--- src/rtl/chip_test_engine.sv ---
// -----------------------------------------------------------------------------
// chip_test_engine
//
// Exercises a quad 2-input logic chip (7400/7402/7408/7432/7486/7404) with the
// four input combinations and reports which gates disagree with the expected
// truth table. Each vector is driven onto every gate at once. The vector is
// held for SETTLE_CYCLES cycles. The synchronized readback is then compared
// once per vector.
//
// Parameters
//   SETTLE_CYCLES  cycles each vector is held before sampling (3..15, default 4)
//
// Configuration macro
//   CHIP_TEST_STOP_ON_FAIL_EN  when defined, the first vector with any mismatch
//                              ends the test. Fail_Gate then holds only that
//                              vector's mismatches. When undefined, all four
//                              vectors run and Fail_Gate accumulates.
//
// Ports
//   Clk          in   system clock, rising-edge
//   Reset        in   synchronous active-high reset
//   Start_Check  in   level request to (re)start a test; aborts a running test
//   LD_SW        in   qualifies loading SW into the selection register
//   SW[2:0]      in   chip type: 0 NAND, 1 NOR, 2 AND, 3 OR, 4 XOR, 5 NOT
//   DUT_OUT[3:0] in   gate outputs from the chip under test (asynchronous)
//   DUT_IN[7:0]  out  stimulus; gate g: A = DUT_IN[2g], B = DUT_IN[2g+1]
//   DUT_EN       out  stimulus drive enable
//   Check_Done   out  result valid
//   Pass         out  chip passed (valid with Check_Done)
//   Fail_Gate    out  per-gate failure mask
//   Fail_Vec     out  index of the first failing vector
//   Bad_Sel      out  latched chip type was unsupported
// -----------------------------------------------------------------------------
module chip_test_engine #(
    parameter int unsigned SETTLE_CYCLES = 4
) (
    input  logic       Clk,
    input  logic       Reset,
    input  logic       Start_Check,
    input  logic       LD_SW,
    input  logic [2:0] SW,
    input  logic [3:0] DUT_OUT,
    output logic [7:0] DUT_IN,
    output logic       DUT_EN,
    output logic       Check_Done,
    output logic       Pass,
    output logic [3:0] Fail_Gate,
    output logic [1:0] Fail_Vec,
    output logic       Bad_Sel
);

    typedef enum logic [2:0] {
        IDLE,
        LOAD,
        SETTLE,
        SAMPLE,
        DONE
    } state_t;

    localparam logic [3:0] SETTLE_LAST = 4'(SETTLE_CYCLES - 1);

    state_t     state, next_state;

    logic [2:0] sel_q;        // latched chip type
    logic [1:0] vec_q;        // vector counter v
    logic [3:0] settle_q;     // cycles spent in SETTLE for the current vector
    logic [3:0] sync1_q;      // synchronizer stage 1
    logic [3:0] sync2_q;      // synchronizer stage 2
    logic [3:0] fail_gate_q;
    logic [1:0] fail_vec_q;
    logic       bad_sel_q;

    logic       vec_a;
    logic       vec_b;
    logic       exp_bit;
    logic       sel_valid;
    logic       settle_last;
    logic [3:0] mismatch;

    assign vec_a       = vec_q[0];
    assign vec_b       = vec_q[1];
    assign sel_valid   = (sel_q <= 3'd5);
    assign settle_last = (settle_q == SETTLE_LAST);

    // Every gate sees the same A/B, so one expected bit covers all four gates.
    always_comb begin
        case (sel_q)
            3'd0:    exp_bit = ~(vec_a & vec_b);
            3'd1:    exp_bit = ~(vec_a | vec_b);
            3'd2:    exp_bit = vec_a & vec_b;
            3'd3:    exp_bit = vec_a | vec_b;
            3'd4:    exp_bit = vec_a ^ vec_b;
            3'd5:    exp_bit = ~vec_a;
            default: exp_bit = 1'b0;
        endcase
    end

    assign mismatch = sync2_q ^ {4{exp_bit}};

    // ---------------------------------------------------------------------
    // State register
    // ---------------------------------------------------------------------
    // NOTE: sequential state uses non-blocking assignments so every flop
    // samples pre-edge values regardless of block ordering.
    always_ff @(posedge Clk) begin
        if (Reset) begin
            state <= IDLE;
        end else begin
            state <= next_state;
        end
    end

    // ---------------------------------------------------------------------
    // Next-state and outputs
    // ---------------------------------------------------------------------
    // NOTE: every output gets a default before the case statement so no path
    // leaves a signal unassigned, which would otherwise infer a latch.
    always_comb begin
        next_state = state;
        DUT_IN     = '0;
        DUT_EN     = 1'b0;
        Check_Done = 1'b0;
        Pass       = 1'b0;

        case (state)
            IDLE: begin
                next_state = IDLE;
            end
            LOAD: begin
                next_state = sel_valid ? SETTLE : DONE;
            end
            SETTLE: begin
                DUT_EN = 1'b1;
                DUT_IN = {4{vec_b, vec_a}};
                if (settle_last) begin
                    next_state = SAMPLE;
                end
            end
            SAMPLE: begin
                DUT_EN = 1'b1;
                DUT_IN = {4{vec_b, vec_a}};
`ifdef CHIP_TEST_STOP_ON_FAIL_EN
                if (mismatch != 4'b0000 || vec_q == 2'd3) begin
                    next_state = DONE;
                end else begin
                    next_state = SETTLE;
                end
`else
                next_state = (vec_q == 2'd3) ? DONE : SETTLE;
`endif
            end
            DONE: begin
                Check_Done = 1'b1;
                Pass       = (fail_gate_q == 4'b0000) && !bad_sel_q;
            end
            default: begin
                next_state = IDLE;
            end
        endcase

        // A start request overrides any state, aborting a test in progress.
        if (Start_Check) begin
            next_state = LOAD;
        end
    end

    // ---------------------------------------------------------------------
    // Datapath: selection, counters, synchronizer, result registers
    // ---------------------------------------------------------------------
    always_ff @(posedge Clk) begin
        if (Reset) begin
            sel_q       <= '0;
            vec_q       <= '0;
            settle_q    <= '0;
            sync1_q     <= '0;
            sync2_q     <= '0;
            fail_gate_q <= '0;
            fail_vec_q  <= '0;
            bad_sel_q   <= 1'b0;
        end else begin
            sync1_q <= DUT_OUT;
            sync2_q <= sync1_q;

            if (Start_Check && LD_SW) begin
                sel_q <= SW;
            end

            if (Start_Check) begin
                // Clearing on the request edge makes results read as zero
                // throughout the LOAD cycle.
                vec_q       <= '0;
                settle_q    <= '0;
                fail_gate_q <= '0;
                fail_vec_q  <= '0;
                bad_sel_q   <= 1'b0;
            end else begin
                case (state)
                    LOAD: begin
                        vec_q    <= '0;
                        settle_q <= '0;
                        if (!sel_valid) begin
                            bad_sel_q <= 1'b1;
                        end
                    end
                    SETTLE: begin
                        settle_q <= settle_last ? 4'd0 : settle_q + 4'd1;
                    end
                    SAMPLE: begin
                        fail_gate_q <= fail_gate_q | mismatch;
                        // An empty mask means no earlier vector has failed.
                        if (mismatch != 4'b0000 && fail_gate_q == 4'b0000) begin
                            fail_vec_q <= vec_q;
                        end
                        if (next_state == SETTLE) begin
                            vec_q <= vec_q + 2'd1;
                        end
                    end
                    default: begin
                    end
                endcase
            end
        end
    end

    assign Fail_Gate = fail_gate_q;
    assign Fail_Vec  = fail_vec_q;
    assign Bad_Sel   = bad_sel_q;

endmodule
--- config.mk ---
export PLATFORM = sky130hd
export DESIGN_NAME = chip_test_engine
export DESIGN_NICKNAME = d
export VERILOG_FILES = /design/src/rtl/chip_test_engine.sv
export SDC_FILE = /design/constraint.sdc
export NUM_CORES = 1
export LEC_CHECK = 0
export BUFFER_PORTS_ARGS = -buffer_cell sky130_fd_sc_hd__buf_2
export CORE_MARGIN = 2
export CORE_UTILIZATION = 60
export CTS_BUF_LIST = sky130_fd_sc_hd__clkbuf_4
export CTS_CLUSTER_DIAMETER = 100
export DETAILED_ROUTE_END_ITERATION = 6
export GPL_TIMING_DRIVEN = 0
export HOLD_SLACK_MARGIN = 0.12
export PLACE_DENSITY = 0.87
export REMOVE_ABC_BUFFERS = 1
export SETUP_SLACK_MARGIN = 0.2
export SLEW_MARGIN = 20
export SYNTH_ARGS = -nofsm -noshare
export SYNTH_HDL_FRONTEND = slang
export SYNTH_SLANG_ARGS = --single-unit
--- constraint.sdc ---
create_clock -name Clk -period 4.4 [get_ports Clk]
set_input_delay 0.22 -clock Clk [delete_from_list [all_inputs] [get_ports Clk]]
set_output_delay 0.22 -clock Clk [all_outputs]
set_load 0.1 [all_outputs]
; ---- After elaboration in Yosys (flattened, before gate mapping)
; Index checks and enable logic that the tools add are counted.
[word_totals]
regBits = 27
in_bits = 11
output_inout_bits = 18
elab_cells = 62
[classes]
n_addsub = 2
order_cmp = 1
n_eq_ne = 13
n_mux = 14
bitwise = 9
reduce_logical = 14
[ops]
columns = operator, n
row1 = $eq A3 B2 Y1 const B, 5
row2 = $mux W3, 4
row3 = $pmux W3 S4, 1
row4 = $eq A3 B3 Y1 const B, 3
row5 = $mux W8, 1
row6 = $pmux W4 S2, 1
row7 = $eq A3 B1 Y1 const B, 2
row8 = $pmux W1 S6, 1
row9 = $reduce_and A2 Y1, 3
row10 = $add A4 B1 Y4 const B, 1
row11 = $eq A4 B2 Y1 const B, 1
row12 = $logic_not A4 Y1, 1
row13 = $mux W4, 1
row14 = $not A1 Y1, 4
row15 = $or A4 B4 Y4, 1
row16 = $pmux W2 S2, 1
row17 = $reduce_bool A2 Y1, 2
row18 = $reduce_bool A4 Y1, 1
row19 = $reduce_or A2 Y1, 2
row20 = $xor A4 B4 Y4, 1
row21 = $le A3 B3 Y1 const B, 1
row22 = $logic_and A1 B1 Y1, 3
row23 = $logic_not A3 Y1, 1
row24 = $mux W1, 3
row25 = 8 further kinds, 8

; ---- Depth between registers and ports, before layout
; Gate-level depths: netlist of the first run.
[logic_depth]
word_depth = 7
ltp_mapped = 7

; ---- Worst setup path after synthesis of the first run
; No wires, ideal clock.
[synth_path]
kind = reg-to-output
from = register state[0]
to = output Pass
arrival_time_ns = 4.115
required_time_ns = 4.180
setup_slack_ns = 0.065
stages_incl_launch_ff = 5
n_path_buf = 1
cell_sequence = dfxtp_1 clkbuf_1 nor3_1 nand2_1 nor2_1
[synth_between]
elab_chain_cells = 2
[synth_lines]
columns = element, line
row1 = "start, declared", 62  ; state_t state, next_state;
row2 = "start signal, assigned", 109  ; state <= next_state;
row3 = $eq A3 B3 Y1, 125  ; case (state)
row4 = $mux W1, 125
row5 = "end, declared", 46  ; output logic Pass,
; No other way between the ends.

; ---- Worst setup path after layout of the first run
[layout_path]
from = register vec_q[0]
to = register fail_vec_q[1], in the netlist Fail_Vec[1]
[layout_between]
elab_chain_cells = 7
word_cells_on_any_way = 11
classes_between = 1 x mux / 7 x bitwise / 3 x reduce/logical
[layout_lines]
columns = element, line
row1 = "start, declared", 65  ; logic [1:0] vec_q;
row2 = "start signal, assigned", 215  ; vec_q <= vec_q + 2'd1;
row3 = $or A1 B1 Y1 or $and A1 B1 Y1 (tied branches), -
row4 = "$not A1 Y1, on equally long branches", "89, 88"
row5 = $pmux W1 S6 *, 87  ; case (sel_q)
row6 = $xor A4 B4 Y4 *, 98  ; assign mismatch = sync2_q ^ {4{exp_bit}};
row7 = $reduce_bool A4 Y1 *, 211  ; if (mismatch != 4'b0000 && fail_gate_q == 4'b0000) begin
row8 = $logic_and A1 B1 Y1 *, 211
row9 = $reduce_and A2 Y1 (no line) *, -
row10 = "end signal, assigned", 212  ; fail_vec_q <= vec_q;
row11 = "end, declared", 70  ; logic [1:0] fail_vec_q;
; Mark *: on every way between the ends. The rest lies on a longest branch, timed or not.
; A chain may end at the register's enable or synchronous reset.

==> results of run 1 <==
critical path, stage by stage (launching register included):
cell,delay [ns]
dfxtp_1,0.42
inv_1,0.11
ha_1,0.33
clkinv_1,0.07
mux4_2,0.50
mux2_1,0.36
o21ai_1,0.15
a21oi_1,0.08
report_power, final:
part	internal (mW)	total [mW]	switching, mW
combinational	0.0170	0.0412	0.0242
clock	0.0340	0.105	0.0713
sequential	0.250	0.258	0.00713
worst paths after layout:
| path | start | end | slack, ns |
|---|---|---|---|
| max | vec_q[0] | Fail_Vec[1] | 2.28 |
| max reg2reg | vec_q[0] | Fail_Vec[1] | 2.28 |
| min | SW[2] | sel_q[2] | 0.15 |
| min reg2reg | sync1_q[1] | sync2_q[1] | 0.46 |
registers in the layout, summed over array words and instances (netlist names):
register	count
Fail_Vec	2
settle_q	4
sel_q	3
vec_q	2
Fail_Gate	4
sync1_q	4
state	3
sync2_q	4
Bad_Sel	1
placed cells by master, fill, tap and decap left out, types with 2 or more instances in the layout:
cell / netlist / layout
dfxtp_1: 27 / 27
nor2_1: 16 / 16
mux2i_1: 2 / 2
a31oi_1: 3 / 3
and3_1: 3 / 3
nor4_2: 2 / 2
o21ai_1: 3 / 3
a221o_1: 4 / 4
dlygate4sd3_1: 0 / 4
nand2b_1: 2 / 2
nor4_1: 2 / 2
o21ai_0: 2 / 2
a21oi_1: 13 / 13
nand2_1: 10 / 10
buf_2: 1 / 28
inv_1: 5 / 5
nor2b_1: 9 / 9
nor3_1: 11 / 11
nand3_1: 11 / 11
nand4b_1: 2 / 2
ha_1: 3 / 3
clkbuf_4: 0 / 3
or3_1: 2 / 2
or2_2: 2 / 2
area by class of cell:
type	count	area (um2)	share of cell area
Tap cell	28	35.03	0.02301
Inverter	6	22.52	0.01479
Timing Repair Buffer	32	180.2	0.1183
Sequential cell	27	540.5	0.3550
Multi-Input combinational cell	114	716.9	0.4708
Clock buffer	3	22.52	0.01479
Clock inverter	1	5.005	0.003287
what timing repair did:
| action | 4_1_cts | 5_1_grt |
|---|---|---|
| hold buffers | 3 | 1 |
| endpoints found under the hold margin | 3 | 1 |
| buffers inserted | 0 | 0 |
cell families (layout without fill, tap and decap cells):
family / Yosys count / after routing / share of synthesized area
simple gates: 78 / 78 / 0.3238
fa+ha+maj: 3 / 3 / 0.02776
buf+inv: 19 / 42 / 0.07030
flops: 27 / 27 / 0.3996
mux: 4 / 4 / 0.03978
compound gates: 29 / 29 / 0.1388
metal layers:
layer,up-vias,global-route usage,wire (um)
li1,610,-,-
met1,576,0.2587,1249
met2,29,0.4402,1535
met3,6,0.03509,82
met4,0,0.09211,48
met5,-,0,0
==> flow_summary.yaml, run 1 <==
power_and_ir_drop:
  leakagePower_nw: 0.6533
  powerDensity_nw_per_um2: 265.4
  p_total_uw: 404.1
  vdd_drop_max_mv: 0.3140
timing:
  finClkSkew_ns: 0.008454
  rsz0062_at_grt: "false"
  fin_crit_sh: 0.4818
  setup_tns_ns: 0
  slew_viol_final: 0
  relSlewSlack: 0.6351
  holdWs_ns: 0.1501
  finalSetupViolCount: 0
  finalWorstSetupSlack_ns: 2.280
  clock.fmax_ghz: 0.4717
  finalHoldViolCount: 0
  fin_crit_ns: 2.120
  tightestPinTransition_ns: 0.5453
min_path:
  hold_depth: 3
  hp-class: "input port to flip-flop"
die:
  die_height_um: 51.48
  die_area_um2: 2650
  rows: 17
  die_x_um: 51.48
  pin_count: 29
  initial_core_util: 0.6234
  core-area_um2: 2170
synth:
  synth_top_area_cell: "dfxtp_1"
  yosysSeqAreaShare: 0.3996
  synth_warnings: 0
  ys_types: 37
  synthTopCellsByArea: "dfxtp_1 40%, a21oi_1 4.8%, nor2_1 4.4%"
  synth_area_um2: 1353
  yosys.cell_count.top_type: "dfxtp_1"
  synth_ff_type: "dfxtp_1"
  synthTopCellsByCount: "27 x dfxtp_1, 16 x nor2_1, 13 x a21oi_1"
  avgSynthCellArea_um2: 8.453
  yosys_register_bits: 27
  synth_edf_count: 0
  synth.top_cell.area_share: 0.3996
  async_flop_share: 0
  syn_inst: 160
job:
  drv_cap: 0
cts:
  ctsHtreeMaxLevel: 1
  cts_root_buf: "clkbuf_4"
  clkTransAtPathRegs_ns: 0.15
  numCtsBuffers: 3
  cts_tree: "done"
  clkSinkCount: 27
  clock_latency_ns: 0.32
  cts_buffer_depth: 2
  cts_resized: 0
routing:
  first_pass_iters: 4
  routed_wl_um: 2915
  antenna_left: 0
  routed-via-count: 1221
  drc: 0
  wl_per_cell_um: 13.82
  drt_iter0_drc: 20
  vias_per_cell: 5.787
critical_path:
  startpoint_type: "flip-flop"
  cp_max_fo: 5
  worstPathRequired_ns: 4.61
  end_kind: "flip-flop"
  worstPathArrival_ns: 2.33
  crit_type: "flip-flop to flip-flop"
  reg2reg_depth: 7
global_routing:
  grt_pass1_vias: 1134
  grt_pass1_wl_um: 4705
  grt_max_degree: 16
  antenna_found_initial: 0
  overflow: 0
  grtUsageTotal: 0.2338
layout:
  fin_util: 0.7018
  design_area_um2: 1523
  antennaDiodeCount: 0
  nFillCells: 182
  layout-drive-gt1-share: 0.2186
  area_growth_pct: 12.58
  num-nets-final: 198
  finalNonFillerCells: 211
run_status:
  status: "finished clean"
placement:
  dpl_cell_area_um2: 1455
  hpwl_um: 2150
  dp.cells: 203
  pre_cts_ws_ns: 2.303
  portBuffers: 28
  routabilityCongestion: 0.8010
(Power assumes the default switching activity.)
==> run 2, diff against run 1 <==
CORE_UTILIZATION = 55   (was 60)
PLACE_DENSITY = 0.8   (was 0.87)
clock period = 2.2 ns   (was 4.4 ns; I/O delays follow)
==> flow_summary.yaml, run 2 (same netlist as run 1, synthesis figures left out) <==
power_and_ir_drop:
  power_switching_uw: 210.1
  internal_power_uw: 632.3
  clkPwrFrac: 0.267
  swShare: 0.2494
  comb_power_share: 0.121
  powerDensity_nw_per_um2: 502.1
  p_total_uw: 842.4
  p_seq_frac: 0.611
  leakagePower_nw: 0.7010
  vdd_drop_max_mv: 0.4725
critical_path:
  r2r_end: "Fail_Vec[0]"
  cp_max_fo: 7
  cp_slowest_cell: "dfxtp_1"
  cp_num_buf_inv: 2
  r2r_slack_ns: 0.28
  reg2reg_depth: 7
  crit_type: "flip-flop to output pin"
  r2r-start: "vec_q[1]"
  critPathMaxStageDelay_ns: 0.50
  cp_top_family: "buffers and inverters"
  worstPathArrival_ns: 1.84
  startpoint_type: "flip-flop"
  path_cells: "inv_1 > nor3_1 > clkbuf_4"
  end_kind: "output pin"
  worstPathRequired_ns: 2.09
timing:
  finalWorstSetupSlack_ns: 0.2528
  rsz0062_at_grt: "true"
  clock.fmax_ghz: 0.5136
  finalHoldViolCount: 0
  tightestPinTransition_ns: 0.5783
  relSlewSlack: 0.6131
  finalSetupViolCount: 0
  finClkSkew_ns: 0.006002
  fin_crit_ns: 1.947
  setup_tns_ns: 0
  fin_crit_sh: 0.8851
  slew_viol_final: 0
global_routing:
  antenna_found_initial: 0
  grt_pass1_vias: 1197
  grt_pass1_wl_um: 4995
  grtUsageTotal: 0.2453
  grt_max_degree: 15
  overflow: 0
layout:
  num-nets-final: 209
  fin_util: 0.7372
  nFillCells: 166
  layout_commonest_cell: "dfxtp_1"
  antennaDiodeCount: 0
  multiInputGateArea_um2: 744.5
  layout-drive-gt1-share: 0.2320
  regArea_um2: 543.0
  area_growth_pct: 24.05
  layout_common_cells: "25 x dfxtp_1, 23 x buf_2, 16 x nor2_1, 15 x dlygate4sd3_1, 13 x a21oi_1"
  design_area_um2: 1678
routing:
  antenna_left: 0
  wl_per_cell_um: 14.23
  vias_per_cell: 5.793
  routed_wl_um: 3160
  routed-via-count: 1286
  drt_iter0_drc: 20
  drc: 0
  first_pass_iters: 4
die:
  pin_count: 29
  die_area_um2: 2872
  core-area_um2: 2276
  die_x_um: 53.59
  die_height_um: 53.59
  rows: 17
  initial_core_util: 0.5943
cts:
  clock_latency_ns: 0.32
  ctsHtreeMaxLevel: 1
  numCtsBuffers: 3
  clkSinkCount: 27
  cts_tree: "done"
  cts_buffer_depth: 2
  cts_root_buf: "clkbuf_4"
  clkTransAtPathRegs_ns: 0.13
run_status:
  status: "finished clean"
min_path:
  hp-class: "input port to flip-flop"
  hold_depth: 4
  min_to: "sel_q[0]"
  hp-start: "LD_SW"
placement:
  routabilityCongestion: 0.8392
  portBuffers: 28
  dpl_cell_area_um2: 1455
  hpwl_um: 2119
  pre_cts_ws_ns: 0.1456
job:
  drv_cap: 0
[run 2: changes by cell type in the layout (fill, tap and decap cells not counted), sizes merged]
cell         delta
dlygate4sd3    +11
buf             -5
clkinv          -1
clkbuf          +6
[run 2: final cells by class]
class,count,share of cell area
Clock buffer,4,0.01790
Inverter,6,0.01342
Multi-Input combinational cell,114,0.4437
Sequential cell,27,0.3236
Tap cell,28,0.02088
Timing Repair Buffer,43,0.1805
[run 2: worst reg2reg max path, cell delays in order (launching register included)]
cell and delay, ns:
dfxtp_2 0.37, inv_1 0.09, ha_4 0.29, clkinv_1 0.05, mux4_2 0.49, mux2_4 0.32
o21ai_1 0.14, a21oi_1 0.08
[run 2: how the worst max path moves through the flow]
stage	from	to	slack (ns)	depth (start not counted)
6_report	state[1]	DUT_IN[5]	0.25	3
5_1_grt	state[1]	DUT_IN[5]	0.12	3
4_1_cts	vec_q[0]	Fail_Vec[0]	0.22	7
3_5_place_dp	vec_q[0]	Fail_Vec[0]	0.15	7
3_3_place_gp	vec_q[0]	Fail_Vec[0]	0.18	7
2_1_floorplan	state[1]	DUT_IN[0]	-6.47	2
[run 2: per-stage QoR]
stage | hold slack, ns | instances
final | 0.1983 | 222
after global routing | 0.2133 | 222
after CTS | 0.1617 | 222
after detailed placement | 0.3264 | 203
after global placement | 0.3185 | 203
after floorplan | 0.1791 | 147
[run 2: power groups by stage]
stage               logic [mW]  clock network, mW  registers [mW]
detailed placement      0.0764                  0           0.525
finish                   0.102              0.225           0.515
floorplan               0.0496                  0           0.525
CTS                     0.0954              0.228           0.514
global placement        0.0737                  0           0.524
global route             0.112              0.245           0.518
[run 2: timing repair]
action,CTS,global route
hold endpoints to repair,9,0
resized for setup,2,9
setup endpoints to repair,2,13
hold buffers,15,0
cloned,0,0
setup buffers,0,0
[run 2: per-layer routing]
metal  vias to the layer above  track usage  routed length, um
met3                        12      0.03611                 68
met2                        29       0.4506               1628
met4                         0       0.1752                116
li1                        633            -                  -
met1                       612       0.2517               1346
met5                         -            0                  0
